## src/rtl/snn_event_layer.sv

```systemverilog
// Event-driven leaky integrate-and-fire layer: each input event scans one weight row into the
// neuron potentials and queues spiking neuron indices in an output FIFO. Define SNN_LEAK_EN for leak.
//
// state | meaning
// IDLE  | waiting for an input event, in_ready high
// SCAN  | issuing one weight read per neuron, j = 0 .. N_NEURONS-1
// FLUSH | completing the update of the last neuron
module snn_event_layer #(
  parameter int N_NEURONS  = 16,
  parameter int N_INPUTS   = 16,
  parameter int WEIGHT_W   = 8,
  parameter int POT_W      = 12,
  parameter int OUT_DEPTH  = 8,
  parameter int LEAK_SHIFT = 3
) (
  input  logic                                   clock,
  input  logic                                   reset,
  input  logic                                   in_valid,
  output logic                                   in_ready,
  input  logic [$clog2(N_INPUTS)-1:0]            in_addr,
  input  logic                                   cfg_w_en,
  input  logic [$clog2(N_INPUTS*N_NEURONS)-1:0]  cfg_addr,
  input  logic signed [WEIGHT_W-1:0]             cfg_data,
  input  logic signed [POT_W-1:0]                threshold,
  input  logic                                   out_ren,
  output logic [$clog2(N_NEURONS)-1:0]           out_addr,
  output logic                                   out_empty,
  output logic                                   out_overflow,
  output logic                                   busy
);
  localparam int NW = $clog2(N_NEURONS);
  localparam int IW = $clog2(N_INPUTS);
  localparam int AW = $clog2(N_INPUTS*N_NEURONS);
  localparam int FW = $clog2(OUT_DEPTH);

  localparam logic [1:0] IDLE  = 2'd0;
  localparam logic [1:0] SCAN  = 2'd1;
  localparam logic [1:0] FLUSH = 2'd2;

  logic [1:0]                 state;
  logic [IW-1:0]              row_q;
  logic signed [POT_W-1:0]    thr_q;
  logic [NW-1:0]              j;
  logic                       upd_valid;
  logic [NW-1:0]              upd_idx;
  logic signed [WEIGHT_W-1:0] w_rd;
  logic [AW-1:0]              rd_addr;

  logic signed [WEIGHT_W-1:0] wmem [N_INPUTS*N_NEURONS];
  logic signed [POT_W-1:0]    pot [N_NEURONS];

  logic signed [POT_W-1:0]    p_cur, p_lk, p_new;
  logic signed [POT_W:0]      sum;
  logic                       fire;

  logic [NW-1:0]              fifo [OUT_DEPTH];
  logic [FW-1:0]              wr_ptr, rd_ptr;
  logic [FW:0]                count;
  logic                       full, pop, push;

  assign rd_addr  = {row_q, j};
  assign in_ready = (state == IDLE);
  assign busy     = (state != IDLE);

  // Weight store is never cleared; a same-address write returns the old word to the reader.
  always_ff @(posedge clock) begin
    if (cfg_w_en) wmem[cfg_addr] <= cfg_data;
    if (state == SCAN) w_rd <= wmem[rd_addr];
  end

  always_ff @(posedge clock) begin
    if (reset) begin
      state     <= IDLE;
      row_q     <= '0;
      thr_q     <= '0;
      j         <= '0;
      upd_valid <= 1'b0;
      upd_idx   <= '0;
    end else begin
      upd_valid <= (state == SCAN);
      upd_idx   <= j;
      case (state)
        IDLE: if (in_valid) begin
          row_q <= in_addr;
          thr_q <= threshold;
          j     <= '0;
          state <= SCAN;
        end
        SCAN: begin
          j <= j + 1'b1;
          if (&j) state <= FLUSH;
        end
        FLUSH:   state <= IDLE;
        default: state <= IDLE;
      endcase
    end
  end

  always_comb begin
    p_cur = pot[upd_idx];
`ifdef SNN_LEAK_EN
    p_lk = p_cur - (p_cur >>> LEAK_SHIFT);
`else
    p_lk = p_cur;
`endif
    sum = {p_lk[POT_W-1], p_lk} + {{(POT_W+1-WEIGHT_W){w_rd[WEIGHT_W-1]}}, w_rd};
    // Top two bits disagree only on overflow; clamp toward the sign of the true result.
    if (sum[POT_W] != sum[POT_W-1])
      p_new = sum[POT_W] ? {1'b1, {(POT_W-1){1'b0}}} : {1'b0, {(POT_W-1){1'b1}}};
    else
      p_new = sum[POT_W-1:0];
  end

  assign fire = upd_valid && (p_new >= thr_q);

  always_ff @(posedge clock) begin
    if (reset) begin
      for (int i = 0; i < N_NEURONS; i++) pot[i] <= '0;
    end else if (upd_valid) begin
      pot[upd_idx] <= fire ? '0 : p_new;
    end
  end

  assign out_empty = (count == '0);
  assign full      = (count == (FW+1)'(OUT_DEPTH));
  assign pop       = out_ren && !out_empty;
  assign push      = fire && (!full || pop);
  assign out_addr  = out_empty ? '0 : fifo[rd_ptr];

  always_ff @(posedge clock) begin
    if (push) fifo[wr_ptr] <= upd_idx;
  end

  always_ff @(posedge clock) begin
    if (reset) begin
      wr_ptr       <= '0;
      rd_ptr       <= '0;
      count        <= '0;
      out_overflow <= 1'b0;
    end else begin
      if (push) wr_ptr <= wr_ptr + 1'b1;
      if (pop)  rd_ptr <= rd_ptr + 1'b1;
      if (push && !pop)      count <= count + 1'b1;
      else if (!push && pop) count <= count - 1'b1;
      if (fire && !push) out_overflow <= 1'b1;
    end
  end
endmodule

```

## config.mk

```make
export PLATFORM = sky130hd
export DESIGN_NAME = snn_event_layer
export DESIGN_NICKNAME = d
export VERILOG_FILES = /design/src/rtl/snn_event_layer.sv
export SDC_FILE = /design/constraint.sdc
export NUM_CORES = 2
export LEC_CHECK = 0
export CORE_UTILIZATION = 55
export CTS_BUF_LIST = sky130_fd_sc_hd__clkbuf_16
export DETAILED_ROUTE_END_ITERATION = 10
export PLACE_DENSITY = 0.71
export SYNTH_ARGS = -nofsm -noshare
export SYNTH_HDL_FRONTEND = slang
export SYNTH_SLANG_ARGS = --single-unit
```

## constraint.sdc

```tcl
create_clock -name clock -period 18.95 [get_ports clock]
set_input_delay 3.79 -clock clock [delete_from_list [all_inputs] [get_ports clock]]
set_output_delay 3.79 -clock clock [all_outputs]
set_load 0.005 [all_outputs]
```

# [Word-level counts from Yosys, hierarchy flattened]
# Memories as Yosys holds them, arrays and structs flattened. A register that Yosys moved wholly into a read port is not among the register bits.
# Index checks and enable logic that the tools add are counted.
[totals] ff_bits=38 ram_bits=2272 out_inout_bits=8 memories=3
[op_classes] n_addsub=6 order_cmp=1 eq_ne=5 muxes=26 n_reduce_logical=21
[mem_list] name="wmem" depth=256 word_bits=8 read_ports=1 rd_ports_with_merged_regs=1 wr=1 line="49" source="logic signed [WEIGHT_W-1:0] wmem [N_INPUTS*N_NEURONS];"
[mem_list] name="pot" depth=16 word_bits=12 read_ports=1 rd_ports_with_merged_regs=1 wr=16 line="50" source="logic signed [POT_W-1:0] pot [N_NEURONS];"
[mem_list] name="fifo" depth=8 word_bits=4 read_ports=1 rd_ports_with_merged_regs=1 wr=1 line="56" source="logic [NW-1:0] fifo [OUT_DEPTH];"
[op_table] operator="$mux 12" n=4
[op_table] operator="$mux 4" n=6
[op_table] operator="$add 12x8->13" n=1
[op_table] operator="$ge 12x12->1" n=1
[op_table] operator="$reduce_or 12->1" n=1
[op_table] operator="$mux 1" n=10
[op_table] operator="$add 4x1->4 const B" n=2
[op_table] operator="$pmux 4 s2" n=1
[op_table] operator="$add 3x1->3 const B" n=2
[op_table] operator="$logic_and 1x1->1" n=6
[op_table] operator="$mux 3" n=2
[op_table] operator="$reduce_and 2->1" n=3
[op_table] operator="$reduce_bool 2->1" n=3
[op_table] operator="$eq 4x4->1 const B" n=1
[op_table] operator="$logic_not 1->1" n=4
[op_table] operator="$logic_not 4->1" n=1
[op_table] operator="$mux 2" n=2
[op_table] operator="$pmux 2 s2" n=1
[op_table] operator="$reduce_and 4->1" n=1
[op_table] operator="$sub 4x1->4 const B" n=1
[op_table] operator="$eq 2x1->1 const B" n=1
[op_table] operator="$logic_not 2->1" n=1
[op_table] operator="$ne 2x1->1 const B" n=1
[op_table] operator="$ne 2x2->1 const B" n=1
[op_table] operator="2 further kinds" n=2

# [Longest topological paths before layout]
[depth] ltp_word=10 depth_mapped=36 ltp_nobuf=32

# [Least setup slack after synthesis]
# OpenSTA, ideal clock, no wires.
[synth_timing] path_kind="reg-to-reg" from="register upd_idx[0] (netlist name)" to="register count[3]" arrival_time_ps=7468 t_required_ps=18880 setup_slack_ps=11412 stages_incl_launch_ff=35 synth_period_minus_slack_ps=7538 cell_sequence="dfxtp_1 > clkbuf_1 > buf_2 > mux4_2 > mux4_2 > ha_1 > a211oi_1 > o21ai_1 > and2_1 > o41ai_2 > o21bai_1 > a21oi_1 > xnor2_1 > ha_1 > nand2_1 > a31o_1 > buf_4 > a21boi_4 > buf_4 > ha_1 > nand2b_1 > a21o_1 > a211o_1 > a2111oi_2 > nor2_1 > nand2_1 > inv_1 > ha_1 > inv_1 > ha_1 > a21o_1 > a21oi_1 > xnor2_1 > or3_1 > a21oi_1"
[synth_rtl] element="end signal, assigned" line="143" source="if (push && !pop) count <= count + 1'b1;"
[synth_rtl] element="end signal, assigned" line="144" source="else if (!push && pop) count <= count - 1'b1;"
[synth_rtl] element="end, declared" line="58" source="logic [FW:0] count;"

==> metrics.md <==
| Metric | Value |
|---|---|
| Synth Area in XOR/XNOR | `0.1336%` |
| Worst setup startpoint | `upd_idx[0]$_SDFF_PP0_` |
| Port-buffer cells | `44` |
| Max_slew headroom | `20.86%` |
| Worst path bufs/invs | `5` |
| Worst vdd ir | `0.08749 mV` |
| WP data required | `19730 ps` |
| Crit path DAT | `10260 ps` |
| CTS clk-pin slew, worst paths | `60 ps` |
| Skew final | `28.61 ps` |
| Simple-Gate Fraction of Synth Area | `4.115%` |
| Worst r2r src | `upd_idx[0]$_SDFF_PP0_` |
| Critical Path Sink Type | `flop` |
| Worst setup path category | `flop to flop` |
| Flops & latches, synth | `2321` |
| Max stage delay cell, worst path | `buf_4` |
| Slew of the pin with the lowest slew margin | `1184 ps` |
| Fillers | `11290` |
| Largest net degree at the start of global routing | `170` |
| Post-synthesis compound-gate area fraction | `3.224%` |
| DRC | `10` |
| Hold_buf cts | `0` |
| Clk buf depth | `3` |
| Max-cap violation count | `0` |
| Vias in the first global route | `45990` |
| # setup viols final | `0` |
| R2r setup slk | `9480 ps` |
| Layout Area Growth over Synthesis | `10.25%` |
| Routability congestion estimate | `0.8536` |
| Worst skew pair latency | `870 ps` |
| Post-synthesis sequential area ratio | `75.49%` |
| Final WL | `216600 um` |
| Worst Hold Class | `flop to flop` |
| Achievable Freq | `0.1056 GHz` |
| Mapped Nets | `4660` |
| CTS tree | `yes` |
| TNS Setup | `0 ps` |
| Commonest non-fill, non-tap cell in the layout | `edfxtp_1` |
| Overall die area | `0.1685 mm2` |
| Final period utilization | `49.99%` |
| CTS Sinks | `2321` |
| Die width | `410.5 um` |
| Initial antenna violation count | `6` |
| Share of layout cells above drive strength 1 | `20.85%` |
| First-iteration detailed-routing DRC count | `5924` |
| Util after Layout | `61.20%` |
| DRT antenna net count | `0` |
| Post-synthesis mux area share | `14.63%` |
| CP peak stage delay | `840 ps` |
| Type of origin of the critical path | `flop` |
| Final Hold Fails | `0` |
| Register Area | `0.06930 mm2` |
| Synth unique cells | `59` |
| Starting Density | `55.51%` |
| H-tree depth | `4` |
| Ys flop type | `edfxtp_1` |
| First-pass DRT Iterations | `9` |
| Mean area per synthesized cell | `20.00 um2` |
| Vias per cell | `6.527` |
| Power Density | `106.3 mW/mm2` |
| Ports | `45` |
| DPL Wire Length | `124800 um` |
| Total CTS buffers | `223` |
| Final worst path period need | `9473 ps` |
| Core ar. | `0.1654 mm2` |
| Unrepaired setup endpoints after global routing | `no` |
| Failing checks | `design-rule violations` |
| Warnings, synthesis | `0` |
| Post-Synthesis Cells | `4589` |
| CP delay by family, top | `compound AO/OA/AOI/OAI gates` |
| Die Y | `410.5 um` |
| Via count | `45820` |
| Congestion Overflow GR | `0` |
| Largest family of logic cells by synthesized area | `multiplexers` |
| Status | `finished, violations left` |
| Most frequent CP cell | `ha_1` |
| First-pass GRT wire length | `315800 um` |
| Final nets | `4713` |
| Hold Crit Start | `thr_q[5]$_SDFFE_PP0P_` |
| Post-cts resize count | `0` |
| Multi-input logic area | `0.02079 mm2` |
| Largest fanout on the critical path | `99` |
| GRT Util Overall | `25.95%` |
| Core Rows | `149` |
| Synthesized cell area | `0.09179 mm2` |
| P_leak | `31.44 nW` |
| Number of synthesized flops with an enable pin | `2280` |
| Postcts setup bufs | `0` |
| WL/cell | `30.86 um` |
| Max-slew violations | `0` |
| Post-synthesis adder-cell area fraction | `0.4798%` |
| Post-synthesis async set-or-reset flop share | `0%` |
| Root buffer cell | `clkbuf_16` |
| Most frequent cells in the layout | `2280 x edfxtp_1, 562 x mux4_2, 304 x nor2_1` |
## area by class of cell
cell class                 instances  area share [%]
clock inverter                   188           1.433
inverter                          33          0.1236
clock buffer                     224           5.539
sequential                      2321           68.48
tap                             2189           2.707
multi-input combinational       1931           20.54
timing repair buffer             132           1.167
antenna                            2        0.004946
## metrics by stage
| stage | setup WS (ps) | instance area [um2] | total power, mW | instances | hold slack [ps] |
|---|---|---|---|---|---|
| 2_1_floorplan | 11410 | 91790 | 6.332 | 4589 | 436.3 |
| 3_3_place_gp | 9572 | 94140 | 6.553 | 6606 | 446.6 |
| 3_5_place_dp | 9519 | 94140 | 6.570 | 6606 | 453.7 |
| 4_1_cts | 9470 | 101200 | 10.79 | 7018 | 462.1 |
| 5_1_grt | 8624 | 101200 | 11.03 | 7018 | 490.1 |
| 6_report | 9477 | 101200 | 10.75 | 7020 | 463.5 |
## metal layers
metal / vias up / routed length (um) / global-route usage (%)
met5: - / 41 / 0
met4: 8 / 6553 / 8.305
met3: 382 / 20690 / 5.628
met2: 2363 / 105000 / 41.06
met1: 24040 / 84330 / 36.41
li1: 19030 / - / -
## Yosys cell counts (5+ instances only)
| cell | n | area share, % |
|---|---|---|
| edfxtp_1 | 2280 | 75 |
| mux4_2 | 562 | 14 |
| nor2_1 | 310 | 1.3 |
| nor3_1 | 211 | 1.2 |
| a22oi_1 | 194 | 1.6 |
| nand2_1 | 162 | 0.66 |
| clkbuf_1 | 122 | 0.50 |
| buf_2 | 97 | 0.53 |
| mux2i_1 | 77 | 0.84 |
| a21oi_1 | 74 | 0.40 |
| buf_4 | 55 | 0.45 |
| nand3_1 | 55 | 0.30 |
| dfxtp_1 | 41 | 0.89 |
| nand2b_1 | 36 | 0.25 |
| ha_1 | 32 | 0.44 |
| inv_1 | 31 | 0.13 |
| buf_6 | 24 | 0.29 |
| nor2b_1 | 24 | 0.16 |
| o21ai_0 | 22 | 0.12 |
| o211ai_1 | 16 | 0.13 |
| a221oi_1 | 15 | 0.14 |
| a22o_1 | 14 | 0.13 |
| o21ai_1 | 10 | 0.055 |
| xnor2_1 | 10 | 0.095 |
| and2_1 | 9 | 0.061 |
| a211o_1 | 8 | 0.076 |
| a21boi_4 | 7 | 0.14 |
| a21o_1 | 7 | 0.057 |
| a211oi_1 | 6 | 0.049 |
| o2111ai_1 | 6 | 0.057 |
| a221oi_2 | 5 | 0.082 |
| buf_1 | 5 | 0.020 |
| nand4_1 | 5 | 0.034 |
| nor4_1 | 5 | 0.034 |
| o21a_1 | 5 | 0.041 |
## registers in the layout, summed over array words and instances, names as in the netlist, 2 cells and up, named ones only
register  flops
row_q         4
rd_ptr        3
wmem       2048
j             4
w_rd          8
fifo         32
wr_ptr        3
state         2
count         4
pot         192
upd_idx       4
thr_q        12
## worst register-to-register path, delay by kind of cell, from the launching register on
family                     cells  cell delay (ps)
DFF                            1              330
muxes                          2             1210
xor gates and xnor gates       2              260
AOI/OAI and AO/OA             13             3130
and+or+nand+nor                6             1030
buffers and inverters          5             2010
adders and majority gates      5             1450
## final timing paths
kind	end	depth (start not counted)
setup reg to reg	count[3]$_SDFFE_PP0P_	33
hold reg to reg	thr_q[5]$_SDFFE_PP0P_	2
hold / removal	thr_q[5]$_SDFFE_PP0P_	2
setup / recovery	count[3]$_SDFFE_PP0P_	33
## kinds of logic (layout without fill, tap and decap cells)
group,Yosys count,in the layout
other cells,0,2
flops,2321,2321
fa+ha+maj,34,34
mux,639,639
xor+xnor,14,14
buf+inv,337,577
simple gates,840,840
compound gates,404,404
## where the power goes
part	internal, mW	switching (mW)	total [mW]	leakage (nW)
Clock	2.38	1.91	4.29	3.70
Sequential	5.67	0.0294	5.70	21.1
Combinational	0.271	0.489	0.759	6.63
Total	8.32	2.43	10.8	31.4
Power figures use the tool's default switching activity.
